## config.mk

```make
export PLATFORM = sky130hd
export DESIGN_NAME = serial_fetch_engine
export DESIGN_NICKNAME = d
export VERILOG_FILES = /design/src/rtl/serial_fetch_engine.sv
export SDC_FILE = /design/constraint.sdc
export NUM_CORES = 1
export LEC_CHECK = 0
export ABC_AREA = 1
export CORE_ASPECT_RATIO = 0.7
export CORE_MARGIN = 2
export CORE_UTILIZATION = 46
export CTS_CLUSTER_SIZE = 16
export DETAILED_ROUTE_END_ITERATION = 10
export GPL_TIMING_DRIVEN = 0
export PLACE_DENSITY_LB_ADDON = 0.2
export SKIP_CTS_REPAIR_TIMING = 1
export SYNTH_ARGS = -nofsm -noshare
export SYNTH_HDL_FRONTEND = slang
export SYNTH_SLANG_ARGS = --single-unit
```

## constraint.sdc

```tcl
create_clock -name sys_clk -period 1.8 [get_ports sys_clk]
set_input_delay 0.27 -clock sys_clk [delete_from_list [all_inputs] [get_ports sys_clk]]
set_output_delay 0.27 -clock sys_clk [all_outputs]
set_load 0.05 [all_outputs]
```

## src/rtl/serial_fetch_engine.sv

```systemverilog
// Serial fetch engine: shifts an address out over LANES wires, waits WAIT_CYC cycles,
// shifts a DATA_W word back in and offers it on a valid/ready port. Optional parity beat: SERIAL_FETCH_PARITY_EN.
module serial_fetch_engine #(
    parameter int unsigned ADDR_W   = 8,
    parameter int unsigned DATA_W   = 16,
    parameter int unsigned LANES    = 1,
    parameter int unsigned WAIT_CYC = 0
) (
    input  logic              sys_clk,
    input  logic              sys_reset,
    input  logic              req_valid,
    output logic              req_ready,
    input  logic [ADDR_W-1:0] req_addr,
    input  logic              abort,
    output logic [LANES-1:0]  addr_out,
    output logic              addr_out_valid,
    input  logic [LANES-1:0]  data_in,
    output logic              rsp_valid,
    input  logic              rsp_ready,
    output logic [DATA_W-1:0] rsp_data,
    output logic              rsp_err,
    output logic              busy
);

    localparam int unsigned AB = ADDR_W / LANES;
    localparam int unsigned DB = DATA_W / LANES;
`ifdef SERIAL_FETCH_PARITY_EN
    localparam int unsigned RB = DB + 1;
`else
    localparam int unsigned RB = DB;
`endif
    localparam int unsigned MAX_AR = (AB > RB) ? AB : RB;
    localparam int unsigned MAX_C  = (MAX_AR > WAIT_CYC) ? MAX_AR : WAIT_CYC;
    localparam int unsigned CNT_W  = $clog2(MAX_C + 1);

    typedef enum logic [2:0] {
        S_IDLE,
        S_SEND,
        S_WAIT,
        S_RECV,
        S_HOLD
    } state_t;

    state_t             r_state;
    state_t             w_state_nx;
    logic [CNT_W-1:0]   r_cnt;
    logic [CNT_W-1:0]   w_cnt_nx;
    logic [ADDR_W-1:0]  r_addr_sh;
    logic [ADDR_W-1:0]  w_addr_sh_nx;
    logic [LANES-1:0]   r_addr_out;
    logic [LANES-1:0]   w_addr_out_nx;
    logic               r_addr_vld;
    logic               w_addr_vld_nx;
    logic [DATA_W-1:0]  r_data_sh;
    logic [DATA_W-1:0]  w_data_sh_nx;
    logic [DATA_W-1:0]  r_rsp_data;
    logic [DATA_W-1:0]  w_rsp_data_nx;
    logic               r_rsp_vld;
    logic               r_busy;
    logic               w_accept;
`ifdef SERIAL_FETCH_PARITY_EN
    logic               r_rsp_err;
    logic               w_rsp_err_nx;
`endif

    // Abort and reset both veto the handshake; HOLD can hand over straight to a new request.
    assign req_ready = !sys_reset && !abort &&
                       ((r_state == S_IDLE) || ((r_state == S_HOLD) && rsp_ready));
    assign w_accept  = req_valid && req_ready;

    always_comb begin
        w_state_nx    = r_state;
        w_cnt_nx      = r_cnt + CNT_W'(1);
        w_addr_sh_nx  = r_addr_sh;
        w_addr_out_nx = '0;
        w_addr_vld_nx = 1'b0;
        w_data_sh_nx  = r_data_sh;
        w_rsp_data_nx = r_rsp_data;
`ifdef SERIAL_FETCH_PARITY_EN
        w_rsp_err_nx  = r_rsp_err;
`endif
        unique case (r_state)
            S_IDLE: begin
                if (w_accept) w_state_nx = S_SEND;
            end
            S_SEND: begin
                if (r_cnt == CNT_W'(AB - 1)) w_state_nx = (WAIT_CYC == 0) ? S_RECV : S_WAIT;
            end
            S_WAIT: begin
                if (r_cnt == CNT_W'(WAIT_CYC - 1)) w_state_nx = S_RECV;
            end
            S_RECV: begin
`ifdef SERIAL_FETCH_PARITY_EN
                // Final beat carries only the even-parity bit on lane 0.
                if (r_cnt == CNT_W'(DB)) begin
                    w_state_nx    = S_HOLD;
                    w_rsp_data_nx = r_data_sh;
                    w_rsp_err_nx  = (^r_data_sh) != data_in[0];
                end else begin
                    w_data_sh_nx  = (r_data_sh << LANES) | DATA_W'(data_in);
                end
`else
                w_data_sh_nx = (r_data_sh << LANES) | DATA_W'(data_in);
                if (r_cnt == CNT_W'(DB - 1)) begin
                    w_state_nx    = S_HOLD;
                    w_rsp_data_nx = w_data_sh_nx;
                end
`endif
            end
            S_HOLD: begin
                if (rsp_ready) w_state_nx = w_accept ? S_SEND : S_IDLE;
            end
            default: w_state_nx = S_IDLE;
        endcase

        if (abort && (r_state != S_IDLE)) w_state_nx = S_IDLE;
        if (w_state_nx != r_state) w_cnt_nx = '0;

        // Address beats are pre-computed so addr_out is a clean register, MSB beat first.
        if (w_accept) begin
            w_addr_out_nx = req_addr[ADDR_W-1 -: LANES];
            w_addr_sh_nx  = req_addr << LANES;
            w_addr_vld_nx = 1'b1;
        end else if ((r_state == S_SEND) && (w_state_nx == S_SEND)) begin
            w_addr_out_nx = r_addr_sh[ADDR_W-1 -: LANES];
            w_addr_sh_nx  = r_addr_sh << LANES;
            w_addr_vld_nx = 1'b1;
        end
    end

    always_ff @(posedge sys_clk) begin
        if (sys_reset) begin
            r_state    <= S_IDLE;
            r_cnt      <= '0;
            r_addr_sh  <= '0;
            r_addr_out <= '0;
            r_addr_vld <= 1'b0;
            r_data_sh  <= '0;
            r_rsp_data <= '0;
            r_rsp_vld  <= 1'b0;
            r_busy     <= 1'b0;
`ifdef SERIAL_FETCH_PARITY_EN
            r_rsp_err  <= 1'b0;
`endif
        end else begin
            r_state    <= w_state_nx;
            r_cnt      <= w_cnt_nx;
            r_addr_sh  <= w_addr_sh_nx;
            r_addr_out <= w_addr_out_nx;
            r_addr_vld <= w_addr_vld_nx;
            r_data_sh  <= w_data_sh_nx;
            r_rsp_data <= w_rsp_data_nx;
            r_rsp_vld  <= (w_state_nx == S_HOLD);
            r_busy     <= (w_state_nx != S_IDLE);
`ifdef SERIAL_FETCH_PARITY_EN
            r_rsp_err  <= w_rsp_err_nx;
`endif
        end
    end

    assign addr_out       = r_addr_out;
    assign addr_out_valid = r_addr_vld;
    assign rsp_valid      = r_rsp_vld;
    assign rsp_data       = r_rsp_data;
    assign busy           = r_busy;
`ifdef SERIAL_FETCH_PARITY_EN
    assign rsp_err        = r_rsp_err;
`else
    assign rsp_err        = 1'b0;
`endif

endmodule

```

---- Yosys cells after proc, flatten, opt, wreduce, memory -nomap -nowiden ----
Index checks and enable logic that the tools add are counted.
W data, S select, Z words.
word-level totals
  register bits ........................... 50
  bits of input ports ..................... 14
  output and inout bits ................... 22
operators by class
  add/sub/neg operators ................... 1
  equality and inequality tests ........... 10
  multiplexer cells ....................... 14
  bitwise operators ....................... 1
  reduce and logical (&&, ||, !) cells .... 15
operator list
  kind                   number
  $mux W3                6
  $mux W8                2
  $or A16 B1 Y16         1
  $pmux W3 S5            1
  $eq A3 B1 Y1 const B   2
  $eq A3 B2 Y1 const B   2
  $eq A3 B3 Y1 const B   2
  $logic_and A1 B1 Y1    6
  $reduce_bool A3 Y1     2
  $add A5 B1 Y5 const B  1
  $eq A5 B3 Y1 const B   1
  $eq A5 B4 Y1 const B   1
  $eq A5 B5 Y1 const B   1
  $mux W1                5
  $logic_not A3 Y1       1
  $ne A3 B3 Y1           1
  $logic_not A1 Y1       2
  $reduce_and A2 Y1      1
  $reduce_bool A2 Y1     1
  $reduce_or A2 Y1       1
  $logic_or A1 B1 Y1     1

---- Logic depth before layout (Yosys ltp) ----
Gate-level depths: netlist (run 1).
  depth after elaboration ................. 13
  mapped depth ............................ 14
  depth with buffers taken out ............ 14

---- Worst setup path before layout (run 1) ----
OpenSTA, ideal clock, no wires.
  kind .................................... register to register
  from .................................... register r_cnt[0]
  to ...................................... register r_cnt[0]
  data arrival time ....................... 1.627 ns
  slack ................................... 0.108 ns
  cell stages (with the launch flop) ...... 13
  buffers on the path ..................... 0
  cell sequence ........................... dfxtp_1 -> ha_1 -> nand2_1 -> nor2_1 -> ha_1 -> nand4_1 -> nand2_1 -> nand2_1 -> nand2_1 -> nand3_1 -> nor2_1 -> nand2_1 -> nor2_1
on the way
  word-level cells in the longest chain between the ends .. 6
  elaborated cells between the ends (all ways) .. 11
  classes of those cells .................. add/sub (1); eq/ne (4); mux (5); reduce/logical (1)
ends and longest elaborated chain
  element                                     RTL line     RTL
  from (decl)                                 46           logic [CNT_W-1:0] r_cnt;
  from (signal assigned)                      147          r_cnt <= w_cnt_nx;
  $eq A5 B4 Y1, or another cell as far along  104          if (r_cnt == CNT_W'(DB - 1)) begin
  $mux W3, on equally long branches           104, 87, 90
  $pmux W3 S5                                 82           unique case (r_state)
  $mux W3                                     116          if (abort && (r_state != S_IDLE)) w_state_nx = S_IDLE;
  $ne A3 B3 Y1                                117          if (w_state_nx != r_state) w_cnt_nx = '0;
  $reduce_or A2 Y1 (no source line)           n/a
Several ways; a longest one is shown, not always the timed one.
A chain may end at the register's enable or synchronous reset.

---- Worst setup path after layout (run 1) ----
  from .................................... register r_cnt[1]
  to ...................................... register r_cnt[4]
Same word-level chain as after synthesis.

==> results of run 1 <==
## worst max-delay path, delay by kind of cell, from the launching register on
kind	cells	cell delay (ps)
fa+ha+maj	2	350
flops	1	360
simple gates	10	1050
## how the worst min path moves through the flow
stage / start / to
after global placement: r_cnt[0] / r_cnt[0]
after CTS: sys_reset / r_data_sh[0]
after floorplan: req_addr[7] / addr_out
final: sys_reset / r_data_sh[0]
after detailed placement: rsp_data[7] / rsp_data[7]
after global routing: sys_reset / r_data_sh[0]
## per-stage QoR
step                      setup WS, ps  cell area (sq um)
after floorplan                    108               2040
after global placement            -311               2440
after detailed placement          -316               2440
after CTS                         -397               2540
after global routing              -111               2650
final                            -16.8               2650
## flip-flops by register name (all words and copies together) (netlist names)
name / count
addr_out: 1
addr_out_valid: 1
busy: 1
r_addr_sh: 7
r_cnt: 5
r_data_sh: 15
r_state: 3
rsp_data: 16
rsp_valid: 1
## kinds of logic (layout without fill, tap and decap cells)
logic type | count (synthesis) | in the layout | synth area share [%]
compound gates | 53 | 53 | 13.2
xor+xnor | 2 | 2 | 0.860
fa+ha+maj | 3 | 3 | 1.84
buf+inv | 42 | 90 | 8.16
flops | 50 | 50 | 49.1
other cells | 1 | 1 | 0.184
simple gates | 123 | 123 | 26.6
## final cells by class
cell class	instances	area, sq um	share of cell area, %
Sequential cell	50	1000	37.8
Multi-Input combinational cell	182	920	34.7
Timing Repair Buffer	41	385	14.5
Inverter	29	109	4.10
Clock buffer	5	68.8	2.59
Tap cell	55	68.8	2.59
Buffer	13	60.1	2.26
Clock inverter	2	38.8	1.46
## cells in the mapped netlist
| library cell | number |
|---|---|
| sky130_fd_sc_hd__inv_2 | 4 |
| sky130_fd_sc_hd__a21oi_1 | 33 |
| sky130_fd_sc_hd__nand2_1 | 66 |
| sky130_fd_sc_hd__inv_1 | 25 |
| sky130_fd_sc_hd__nand4_1 | 1 |
| sky130_fd_sc_hd__nor2_4 | 2 |
| sky130_fd_sc_hd__nand3_4 | 1 |
| sky130_fd_sc_hd__a21boi_0 | 1 |
| sky130_fd_sc_hd__conb_1 | 1 |
| sky130_fd_sc_hd__xnor2_1 | 1 |
| sky130_fd_sc_hd__nand2_2 | 4 |
| sky130_fd_sc_hd__nor2_2 | 1 |
| sky130_fd_sc_hd__a31oi_1 | 1 |
| sky130_fd_sc_hd__o21ai_0 | 16 |
| sky130_fd_sc_hd__ha_1 | 3 |
| sky130_fd_sc_hd__buf_4 | 2 |
| sky130_fd_sc_hd__buf_2 | 1 |
| sky130_fd_sc_hd__clkbuf_1 | 9 |
| sky130_fd_sc_hd__buf_1 | 1 |
| sky130_fd_sc_hd__o21ai_1 | 2 |
| sky130_fd_sc_hd__nor2_1 | 18 |
| sky130_fd_sc_hd__xor2_1 | 1 |
| sky130_fd_sc_hd__nand3_1 | 30 |
| sky130_fd_sc_hd__dfxtp_1 | 50 |
## routing by layer
metal  wire, um  track usage (%)  up-vias
met5          0                0        -
met4         68             8.29        0
met3        186             4.28        7
met2       1900             26.9       43
met1       2120             24.7      844
li1           -                -      971
## power by group
group,switching (uW),internal (uW)
Sequential,8.92,1120
Clock,377,409
Combinational,106,75.5
Total,492,1600
==> flow_results.xml, run 1 <==
<?xml version="1.0" encoding="UTF-8"?>
<metrics>
  <group name="run_status">
    <metric name="run_status" unit="">finished with violations</metric>
    <metric name="violated_checks" unit="">setup timing</metric>
  </group>
  <group name="finish">
    <metric name="most_frequent_cells_in_the_layout" unit="">sky130_fd_sc_hd__nand2_1 (61), sky130_fd_sc_hd__dfxtp_1 (48), sky130_fd_sc_hd__a21oi_1 (33)</metric>
    <metric name="layout_commonest_cell" unit="">sky130_fd_sc_hd__nand2_1</metric>
    <metric name="utilization" unit="%">61.7</metric>
    <metric name="layout-area-overhead-vs-synth" unit="%">30.2</metric>
    <metric name="fill_cells" unit="">406</metric>
    <metric name="fin_nets" unit="">339</metric>
    <metric name="drive_gt1_share" unit="%">14.3</metric>
    <metric name="final_cells" unit="">377</metric>
    <metric name="antenna_cells_inserted" unit="">0</metric>
  </group>
  <group name="route">
    <metric name="detail-route-antenna-nets" unit="">0</metric>
    <metric name="route.detailed.vias_per_inst" unit="">4.95</metric>
    <metric name="drt-wirelength-per-cell" unit="um">11.3</metric>
    <metric name="via_count" unit="">1865</metric>
    <metric name="finalWirelength" unit="mm">4.28</metric>
    <metric name="post-route-drc-count" unit="">0</metric>
    <metric name="drt-pass1-iter-count" unit="">4</metric>
    <metric name="initialDrtViolationCount" unit="">63</metric>
  </group>
  <group name="sta">
    <metric name="tightest_slew" unit="ps">505</metric>
    <metric name="timing_hold_violations_final" unit="">0</metric>
    <metric name="period_needed" unit="ps">1820</metric>
    <metric name="setup_viol" unit="">1</metric>
    <metric name="aggregate_negative_setup_slack" unit="ps">-16.8</metric>
    <metric name="timing.final.max_slew_violations" unit="">0</metric>
    <metric name="achievable-frequency" unit="MHz">550</metric>
    <metric name="rsz0062_at_grt" unit="">yes</metric>
    <metric name="holdWs" unit="ps">255</metric>
    <metric name="relSlewSlack" unit="%">66.2</metric>
    <metric name="layout_worst_path_cycle_share" unit="%">101</metric>
    <metric name="timing.clock.skew" unit="ps">9.38</metric>
    <metric name="final_critical_path_setup_slack" unit="ps">-16.8</metric>
  </group>
  <group name="place">
    <metric name="place.port_buffers" unit="">33</metric>
    <metric name="placed_cell_count" unit="">362</metric>
    <metric name="hpwlAfterDp" unit="mm">2.88</metric>
    <metric name="gp_congestion" unit="">0.808</metric>
  </group>
  <group name="die">
    <metric name="start_util" unit="%">47.4</metric>
    <metric name="ioPinCount" unit="">36</metric>
    <metric name="die-area" unit="sq um">4990</metric>
    <metric name="overall_die_width" unit="um">83.6</metric>
    <metric name="core_box_area" unit="sq um">4300</metric>
    <metric name="floorplan.die.height" unit="um">59.7</metric>
    <metric name="row_count" unit="">20</metric>
  </group>
  <group name="hold_path">
    <metric name="kind_of_path_behind_the_tightest_hold_check" unit="">in -&gt; reg</metric>
    <metric name="hold-path-cell-count" unit="">2</metric>
  </group>
  <group name="synth">
    <metric name="ys_top_cells_by_area" unit="">sky130_fd_sc_hd__dfxtp_1 (49%), sky130_fd_sc_hd__nand2_1 (12%), sky130_fd_sc_hd__a21oi_1 (8.1%), sky130_fd_sc_hd__nand3_1 (7.4%), sky130_fd_sc_hd__inv_1 (4.6%)</metric>
    <metric name="synth_largest_type_area_fraction" unit="%">49.1</metric>
    <metric name="yosys_reg_bits" unit="">50</metric>
    <metric name="postSynthNetCount" unit="">291</metric>
    <metric name="synth.cell_area" unit="sq um">2040</metric>
    <metric name="synth_cell_types" unit="">24</metric>
    <metric name="mapped_avg_cell_area" unit="sq um">7.44</metric>
    <metric name="syn_inst" unit="">274</metric>
    <metric name="ys_warnings" unit="">0</metric>
    <metric name="synth_top_cell_by_area" unit="">sky130_fd_sc_hd__dfxtp_1</metric>
    <metric name="seq_area_frac_synth" unit="%">49.1</metric>
  </group>
  <group name="worst_setup_path">
    <metric name="crit_fanout" unit="">5</metric>
    <metric name="crit_path_frequent_cell" unit="">sky130_fd_sc_hd__nand2_1</metric>
    <metric name="r2r_slack" unit="ps">-20</metric>
    <metric name="timing.critical_path.from" unit="">r_cnt[1]</metric>
    <metric name="critical_path_arrival" unit="ps">2070</metric>
    <metric name="crit_path_top_delay_cell" unit="">sky130_fd_sc_hd__dfxtp_2</metric>
    <metric name="startpoint_of_the_worst_slack_reg_to_reg_timing_path" unit="">r_cnt[1]</metric>
    <metric name="critical_path.startpoint_type" unit="">flip-flop</metric>
    <metric name="timing.rr.end" unit="">r_cnt[4]</metric>
    <metric name="cp_cell_sequence" unit="">ha_4 -&gt; nand2_4 -&gt; nor2_4 -&gt; ha_2 -&gt; nand4_1 -&gt; nand2_1 -&gt; nand2_1 -&gt; nand2_1 -&gt; nand3_1 -&gt; nor2_1 -&gt; nand2_2 -&gt; nor2_1</metric>
    <metric name="worstPathRequired" unit="ps">2050</metric>
    <metric name="endpoint" unit="">r_cnt[4]</metric>
    <metric name="reg2regPathDepth" unit="">12</metric>
    <metric name="critical_path_class" unit="">reg -&gt; reg</metric>
    <metric name="setup.worst_path.end_class" unit="">flip-flop</metric>
    <metric name="critical-path-max-stage-delay" unit="ps">360</metric>
  </group>
  <group name="run">
    <metric name="drv_cap" unit="">0</metric>
  </group>
  <group name="clocking">
    <metric name="clock_insertion_delay_worst_skew" unit="ps">310</metric>
    <metric name="clock-sinks" unit="">50</metric>
    <metric name="path_clk_slew" unit="ps">90</metric>
    <metric name="cts_inserted_buffers" unit="">5</metric>
    <metric name="clockBufferDepth" unit="">2</metric>
    <metric name="cts.htree.levels" unit="">2</metric>
    <metric name="cts_tree" unit="">done</metric>
    <metric name="clock-root-buffer" unit="">sky130_fd_sc_hd__clkbuf_8</metric>
  </group>
  <group name="power_and_ir_drop">
    <metric name="vdd_ir_drop_max" unit="mV">0.396</metric>
    <metric name="power.density_cell_area" unit="nW/um^2">790</metric>
    <metric name="p_leak" unit="uW">0.00105</metric>
    <metric name="power_consumption" unit="uW">2100</metric>
  </group>
  <group name="global_route">
    <metric name="grt_pass1_wl" unit="mm">7.00</metric>
    <metric name="grt_start_max_net_pins" unit="">16</metric>
    <metric name="grt_use_total" unit="%">17.9</metric>
    <metric name="grt_antenna_before_repair" unit="">0</metric>
    <metric name="grt-ovfl-total" unit="">0</metric>
    <metric name="number_of_global_route_vias_before_repair" unit="">1584</metric>
  </group>
</metrics>
(Power assumes the default switching activity.)
==> inputs of run 2 (changes only) <==
Settings changed: ABC_CLOCK_PERIOD_IN_PS set to 1800, GPL_TIMING_DRIVEN 0 to not set, SKIP_CTS_REPAIR_TIMING 1 to not set.
==> run 2 against run 1 <==
Net effect: utilization up 2.1 points; sequential cell count stayed put; combinational power up 6%; first-iteration DRC count shrank 9.5%; critical endpoint is now r_addr_sh[4]; register-to-register slack improved by 60 ps; wire length is 0.68% lower; the flow now finishes without violations.
==> flow_results.xml, run 2 (synthesis results as in run 1) <==
<?xml version="1.0" encoding="UTF-8"?>
<metrics>
  <group name="clocking">
    <metric name="clockBufferDepth" unit="">2</metric>
    <metric name="path_clk_slew" unit="ps">90</metric>
    <metric name="clock-root-buffer" unit="">sky130_fd_sc_hd__clkbuf_8</metric>
    <metric name="clock-sinks" unit="">50</metric>
    <metric name="clock_insertion_delay_worst_skew" unit="ps">310</metric>
    <metric name="cts_tree" unit="">done</metric>
    <metric name="hold_buffers" unit="">0</metric>
    <metric name="cts_inserted_buffers" unit="">5</metric>
    <metric name="cts.htree.levels" unit="">2</metric>
  </group>
  <group name="die">
    <metric name="floorplan.die.height" unit="um">59.7</metric>
    <metric name="die-area" unit="sq um">4990</metric>
    <metric name="core_box_area" unit="sq um">4300</metric>
    <metric name="start_util" unit="%">47.4</metric>
    <metric name="overall_die_width" unit="um">83.6</metric>
    <metric name="ioPinCount" unit="">36</metric>
    <metric name="row_count" unit="">20</metric>
  </group>
  <group name="route">
    <metric name="drt-wirelength-per-cell" unit="um">11.4</metric>
    <metric name="initialDrtViolationCount" unit="">57</metric>
    <metric name="drt-pass1-iter-count" unit="">4</metric>
    <metric name="post-route-drc-count" unit="">0</metric>
    <metric name="via_count" unit="">1832</metric>
    <metric name="route.detailed.vias_per_inst" unit="">4.91</metric>
    <metric name="detail-route-antenna-nets" unit="">0</metric>
    <metric name="finalWirelength" unit="mm">4.25</metric>
  </group>
  <group name="worst_setup_path">
    <metric name="timing.rr.end" unit="">r_addr_sh[4]</metric>
    <metric name="timing.critical_path.depth" unit="">12</metric>
    <metric name="setup.worst_path.end_class" unit="">flip-flop</metric>
    <metric name="critical_path_class" unit="">reg -&gt; reg</metric>
    <metric name="crit_path_top_delay_cell" unit="">sky130_fd_sc_hd__dfxtp_2</metric>
    <metric name="r2r_slack" unit="ps">40</metric>
    <metric name="timing.critical_path.from" unit="">r_cnt[1]</metric>
    <metric name="critical_path.startpoint_type" unit="">flip-flop</metric>
    <metric name="endpoint" unit="">r_addr_sh[4]</metric>
    <metric name="crit_fanout" unit="">7</metric>
    <metric name="crit_buf_inv" unit="">1</metric>
    <metric name="worstPathRequired" unit="ps">2050</metric>
    <metric name="critical-path-max-stage-delay" unit="ps">360</metric>
    <metric name="startpoint_of_the_worst_slack_reg_to_reg_timing_path" unit="">r_cnt[1]</metric>
    <metric name="critical_path_s_top_delay_family" unit="">simple AND/OR/NAND/NOR gates</metric>
    <metric name="critical_path_arrival" unit="ps">2010</metric>
    <metric name="cp_cell_sequence" unit="">ha_4 -&gt; nand2_4 -&gt; nor2_4 -&gt; ha_4 -&gt; inv_4 -&gt; o21ai_2 -&gt; nand2_2 -&gt; nand2_2 -&gt; nand3_4 -&gt; nor2_4 -&gt; nand2_1 -&gt; nand2_1</metric>
    <metric name="reg2regPathDepth" unit="">12</metric>
  </group>
  <group name="global_route">
    <metric name="grt_start_max_net_pins" unit="">33</metric>
    <metric name="number_of_global_route_vias_before_repair" unit="">1656</metric>
    <metric name="grt_use_total" unit="%">18.0</metric>
    <metric name="grt_pass1_wl" unit="mm">7.19</metric>
    <metric name="grt_antenna_before_repair" unit="">0</metric>
    <metric name="grt-ovfl-total" unit="">0</metric>
  </group>
  <group name="place">
    <metric name="hpwlAfterDp" unit="mm">2.77</metric>
    <metric name="gp_congestion" unit="">0.929</metric>
    <metric name="place.port_buffers" unit="">34</metric>
    <metric name="placement.setup.worst_slack" unit="ps">-32.0</metric>
  </group>
  <group name="run">
    <metric name="drv_cap" unit="">0</metric>
  </group>
  <group name="finish">
    <metric name="drive_gt1_share" unit="%">17.6</metric>
    <metric name="layout_commonest_cell" unit="">sky130_fd_sc_hd__nand2_1</metric>
    <metric name="antenna_cells_inserted" unit="">0</metric>
    <metric name="fill_cells" unit="">390</metric>
    <metric name="multi_input_area" unit="sq um">971</metric>
    <metric name="layout-area-overhead-vs-synth" unit="%">34.6</metric>
    <metric name="layout.area.seq" unit="sq um">1000</metric>
    <metric name="largest_register_ff_count" unit="">16</metric>
    <metric name="fin_nets" unit="">334</metric>
    <metric name="most_frequent_cells_in_the_layout" unit="">sky130_fd_sc_hd__nand2_1 (59), sky130_fd_sc_hd__dfxtp_1 (48), sky130_fd_sc_hd__a21oi_1 (33), sky130_fd_sc_hd__clkdlybuf4s50_1 (33), sky130_fd_sc_hd__nand3_1 (28)</metric>
  </group>
  <group name="sta">
    <metric name="layout_worst_path_cycle_share" unit="%">97.6</metric>
    <metric name="timing_hold_violations_final" unit="">0</metric>
    <metric name="tightest_slew" unit="ps">508</metric>
    <metric name="setup_viol" unit="">0</metric>
    <metric name="achievable-frequency" unit="MHz">569</metric>
    <metric name="period_needed" unit="ps">1760</metric>
    <metric name="rsz0062_at_grt" unit="">yes</metric>
    <metric name="timing.clock.skew" unit="ps">9.66</metric>
    <metric name="relSlewSlack" unit="%">66.0</metric>
    <metric name="timing.final.max_slew_violations" unit="">0</metric>
    <metric name="final_critical_path_setup_slack" unit="ps">43.6</metric>
  </group>
  <group name="power_and_ir_drop">
    <metric name="vdd_ir_drop_max" unit="mV">0.486</metric>
    <metric name="seq_power_share" unit="%">52.5</metric>
    <metric name="comb_power_share" unit="%">8.9</metric>
    <metric name="p_leak" unit="uW">0.00107</metric>
    <metric name="power.density_cell_area" unit="nW/um^2">784</metric>
    <metric name="internal-power" unit="uW">1660</metric>
    <metric name="p_switching" unit="uW">493</metric>
    <metric name="power_consumption" unit="uW">2150</metric>
    <metric name="share_clk_of_total_power" unit="%">38.6</metric>
    <metric name="sw_frac_of_total" unit="%">22.9</metric>
  </group>
  <group name="run_status">
    <metric name="run_status" unit="">complete, no violations</metric>
  </group>
  <group name="hold_path">
    <metric name="kind_of_path_behind_the_tightest_hold_check" unit="">reg -&gt; reg</metric>
  </group>
</metrics>
-- run 2: per-stage QoR --
stage               area (sq um)  cells  setup TNS [ps]  hold WS (ps)  util [%]
detailed placement          2480    361            -136           434      57.7
floorplan                   2040    274               0           418         -
finish                      2740    373               0           445      63.7
CTS                         2610    369               0           449      60.6
global route                2740    373            -585           468      63.7
global placement            2480    361           -43.7           429      57.7
-- run 2: how the worst min path moves through the flow --
stage	start	endpoint	slack, ps	cells past startpoint
after floorplan	req_addr[7]	addr_out	420	2
after global placement	rsp_data[6]	rsp_data[6]	430	2
after detailed placement	rsp_data[8]	rsp_data[8]	430	2
after CTS	rsp_data[9]	rsp_data[9]	450	2
after global routing	rsp_data[8]	rsp_data[8]	470	2
final	rsp_data[8]	rsp_data[8]	450	2
-- run 2: routing by layer --
layer / global-route usage (%) / routed length [um] / part of all wire, % / vias up
met5: 0 / 0 / 0 / -
met4: 6.22 / 55 / 1.3 / 0
met3: 4.83 / 235 / 5.5 / 6
met2: 28.0 / 1890 / 45 / 44
met1: 24.6 / 2060 / 49 / 819
li1: - / - / - / 963
-- run 2: repair_timing --
action,in CTS,in global routing
buffers inserted,0,4
gates resized for setup,1,28
pin swaps,0,17
setup endpoints to repair,5,27
-- run 2: tightest hold or removal path: cells and delay by family (launching register included) --
family / cells / cell delay, ps
buffers and inverters: 1 / 40
flip-flops: 1 / 320
AO/OA/AOI/OAI: 1 / 40
-- run 2: final cells by class --
class | instances | share of cell area [%]
flip-flops and latches | 50 | 36.6
multi-input cells | 182 | 35.4
repair buffers | 49 | 17.0
inverters | 29 | 4.06
clock buffers | 6 | 3.01
well taps | 55 | 2.51
clock inverters | 2 | 1.41
-- run 2: power by group through the flow --
| stage | clock [uW] | combinational, uW | sequential [uW] |
|---|---|---|---|
| 2_1_floorplan | 0 | 91.0 | 1160 |
| 3_3_place_gp | 0 | 169 | 1150 |
| 3_5_place_dp | 0 | 169 | 1150 |
| 4_1_cts | 855 | 171 | 1130 |
| 5_1_grt | 906 | 211 | 1130 |
| 6_report | 830 | 191 | 1130 |
==> inputs of run 3 (changes only) <==
Settings changed: ABC_AREA 1 to 0, CAP_MARGIN set to 10, CORE_UTILIZATION 46 to 47.
==> run 3 against run 2 <==
Net effect: global-route usage is 0.67 points lower; via count fell by 7.4%; utilization fell by 2.1 points; power down 8.6%; combinational power shrank 13%; register-to-register slack improved by 50 ps; clock skew fell by 4.7 ps; largest cell class is now multi-input combinational cells; setup slack lost 4.4 ps; wire length is 1.4% lower; cell area is 2.7% lower; synthesized cell count decreased by 11%; highest routed layer unchanged; critical endpoint is now req_ready.
==> flow_results.xml, run 3 <==
<?xml version="1.0" encoding="UTF-8"?>
<metrics>
  <group name="run_status">
    <metric name="run_status" unit="">complete, no violations</metric>
  </group>
  <group name="clocking">
    <metric name="clock-root-buffer" unit="">sky130_fd_sc_hd__clkbuf_8</metric>
    <metric name="clockBufferDepth" unit="">2</metric>
    <metric name="cts_tree" unit="">done</metric>
    <metric name="cts_inserted_buffers" unit="">5</metric>
    <metric name="cts.htree.levels" unit="">2</metric>
    <metric name="hold_buffers" unit="">0</metric>
    <metric name="clock-sinks" unit="">50</metric>
    <metric name="cts_post_setup_buffers_inserted" unit="">0</metric>
    <metric name="path_clk_slew" unit="ps">80</metric>
    <metric name="clock_insertion_delay_worst_skew" unit="ps">300</metric>
  </group>
  <group name="route">
    <metric name="drt-wirelength-per-cell" unit="um">12.5</metric>
    <metric name="drt-pass1-iter-count" unit="">4</metric>
    <metric name="initialDrtViolationCount" unit="">53</metric>
    <metric name="finalWirelength" unit="mm">4.19</metric>
    <metric name="post-route-drc-count" unit="">0</metric>
    <metric name="route.detailed.vias_per_inst" unit="">5.08</metric>
    <metric name="via_count" unit="">1696</metric>
    <metric name="detail-route-antenna-nets" unit="">0</metric>
  </group>
  <group name="finish">
    <metric name="layout_commonest_cell" unit="">sky130_fd_sc_hd__nand2_1</metric>
    <metric name="drive_gt1_share" unit="%">19.4</metric>
    <metric name="utilization" unit="%">61.6</metric>
    <metric name="antenna_cells_inserted" unit="">0</metric>
    <metric name="stdcell_area" unit="sq um">2670</metric>
    <metric name="most_frequent_cells_in_the_layout" unit="">sky130_fd_sc_hd__nand2_1 (73), sky130_fd_sc_hd__dfxtp_1 (48), sky130_fd_sc_hd__clkdlybuf4s50_1 (29)</metric>
    <metric name="layout-area-overhead-vs-synth" unit="%">25.9</metric>
    <metric name="fin_nets" unit="">295</metric>
    <metric name="largest_register_ff_count" unit="">16</metric>
    <metric name="final_cells" unit="">334</metric>
  </group>
  <group name="place">
    <metric name="gp_congestion" unit="">0.809</metric>
    <metric name="hpwlAfterDp" unit="mm">2.84</metric>
    <metric name="placed_cell_count" unit="">326</metric>
    <metric name="place.port_buffers" unit="">34</metric>
    <metric name="placement.setup.worst_slack" unit="ps">-99.1</metric>
    <metric name="placedInstanceArea" unit="sq um">2500</metric>
  </group>
  <group name="synth">
    <metric name="syn_inst" unit="">243</metric>
    <metric name="seq_area_frac_synth" unit="%">47.2</metric>
    <metric name="synth_cell_types" unit="">40</metric>
    <metric name="synth_top_flop_cell" unit="">sky130_fd_sc_hd__dfxtp_1</metric>
    <metric name="synthTopCellsByCount" unit="">sky130_fd_sc_hd__nand2_1 (73), sky130_fd_sc_hd__dfxtp_1 (50), sky130_fd_sc_hd__a21oi_1 (24)</metric>
    <metric name="async_set_reset_flop_share_out_of_synthesis" unit="%">0</metric>
    <metric name="postSynthNetCount" unit="">260</metric>
    <metric name="synth.cell_area" unit="sq um">2120</metric>
    <metric name="ys_top_cells_by_area" unit="">sky130_fd_sc_hd__dfxtp_1 (47%), sky130_fd_sc_hd__nand2_1 (13%), sky130_fd_sc_hd__a21oi_1 (5.7%), sky130_fd_sc_hd__a21oi_2 (4.1%), sky130_fd_sc_hd__mux2i_1 (2.8%)</metric>
    <metric name="yosys_reg_bits" unit="">50</metric>
    <metric name="mapped_avg_cell_area" unit="sq um">8.72</metric>
    <metric name="ys_warnings" unit="">0</metric>
    <metric name="synth_top_cell_by_area" unit="">sky130_fd_sc_hd__dfxtp_1</metric>
    <metric name="synth_edf_count" unit="">0</metric>
    <metric name="synth_most_common_cell" unit="">sky130_fd_sc_hd__nand2_1</metric>
    <metric name="synth_largest_type_area_fraction" unit="%">47.2</metric>
  </group>
  <group name="worst_setup_path">
    <metric name="worstPathRequired" unit="ps">1530</metric>
    <metric name="critical_path.startpoint_type" unit="">flip-flop</metric>
    <metric name="critical_path_arrival" unit="ps">1490</metric>
    <metric name="critical-path-max-stage-delay" unit="ps">420</metric>
    <metric name="cp_cell_sequence" unit="">or3_4 -&gt; nor3b_4 -&gt; buf_12</metric>
    <metric name="setup.worst_path.end_class" unit="">primary output</metric>
    <metric name="critical_path_class" unit="">reg -&gt; out</metric>
    <metric name="crit_path_top_delay_cell" unit="">sky130_fd_sc_hd__or3_4</metric>
    <metric name="crit_fanout" unit="">8</metric>
  </group>
  <group name="global_route">
    <metric name="grt_use_total" unit="%">17.3</metric>
    <metric name="grt_start_max_net_pins" unit="">30</metric>
    <metric name="grt-ovfl-total" unit="">0</metric>
    <metric name="grt_antenna_before_repair" unit="">0</metric>
    <metric name="number_of_global_route_vias_before_repair" unit="">1514</metric>
    <metric name="grt_pass1_wl" unit="mm">6.82</metric>
  </group>
  <group name="hold_path">
    <metric name="kind_of_path_behind_the_tightest_hold_check" unit="">in -&gt; reg</metric>
  </group>
  <group name="die">
    <metric name="row_count" unit="">20</metric>
    <metric name="core_box_area" unit="sq um">4330</metric>
    <metric name="ioPinCount" unit="">36</metric>
    <metric name="floorplan.die.height" unit="um">60.2</metric>
    <metric name="die-area" unit="sq um">5070</metric>
    <metric name="start_util" unit="%">49.0</metric>
    <metric name="overall_die_width" unit="um">84.3</metric>
  </group>
  <group name="power_and_ir_drop">
    <metric name="p_leak" unit="uW">0.000933</metric>
    <metric name="vdd_ir_drop_max" unit="mV">0.375</metric>
    <metric name="power.density_cell_area" unit="nW/um^2">737</metric>
  </group>
  <group name="sta">
    <metric name="final_critical_path_setup_slack" unit="ps">39.2</metric>
    <metric name="layout_worst_path_cycle_share" unit="%">97.8</metric>
    <metric name="timing_hold_violations_final" unit="">0</metric>
    <metric name="timing.clock.skew" unit="ps">4.98</metric>
    <metric name="relSlewSlack" unit="%">66.0</metric>
    <metric name="setup_viol" unit="">0</metric>
    <metric name="achievable-frequency" unit="MHz">568</metric>
    <metric name="period_needed" unit="ps">1760</metric>
    <metric name="aggregate_negative_setup_slack" unit="ps">0</metric>
    <metric name="rsz0062_at_grt" unit="">no</metric>
    <metric name="timing.final.max_slew_violations" unit="">0</metric>
    <metric name="tightest_slew" unit="ps">509</metric>
  </group>
  <group name="run">
    <metric name="drv_cap" unit="">0</metric>
  </group>
</metrics>
==> run 3: worst max-delay path, delay by kind of cell, from the launching register on <==
family                 cells  cell delay [ps]
DFF                        1              380
and+or+nand+nor            2              640
buffers and inverters      1              160
==> run 3: logic make-up after synthesis <==
group           after synthesis  share of synthesized area [%]
other cells                   1                          0.177
buf+inv                      21                           6.20
compound gates               53                           17.5
xor+xnor                      2                          0.827
flops                        50                           47.2
fa+ha+maj                     4                           2.24
mux                           6                           2.83
simple gates                106                           23.0
==> run 3: report_power, final <==
part           internal [uW]  total [uW]  switching (uW)
sequential              1120        1140            14.5
combinational           80.8         167            86.6
clock                    310         661             351
total                   1510        1970             452
==> run 3: stage by stage <==
step / total power (uW) / hold WS [ps]
3_5_place_dp: 1320 / 453
6_report: 1970 / 292
2_1_floorplan: 1260 / 379
3_3_place_gp: 1320 / 442
4_1_cts: 1970 / 270
5_1_grt: 2040 / 296
==> run 3: worst paths after layout <==
kind | startpoint | endpoint | slack, ps | depth (start not counted)
worst min register to register | rsp_data[1] | rsp_data[1] | 460 | 2
worst max register to register | r_cnt[0] | busy | 90 | 7
worst max-delay path | r_state[1] | req_ready | 40 | 3
worst min-delay path | sys_reset | r_state[0] | 290 | 2
==> run 3: layout make-up <==
cell class,count,area [sq um]
clock buffers,7,86.3
clock inverters,1,5.00
fillers,382,1660
inverters,3,11.3
multi-input cells,172,1060
flip-flops and latches,50,1010
well taps,55,68.8
repair buffers,46,428
==> run 3: metal layers <==
| metal | part of all wire [%] | track usage (%) |
|---|---|---|
| met1 | 52 | 22.6 |
| met2 | 43 | 27.1 |
| met3 | 3.8 | 4.14 |
| met4 | 1.8 | 8.99 |
| met5 | 0 | 0 |
==> run 3: what timing repair did <==
action	4_1_cts	5_1_grt
resized for setup	9	7
setup endpoints to repair	7	8
pin swaps	3	4
gates cloned	0	0
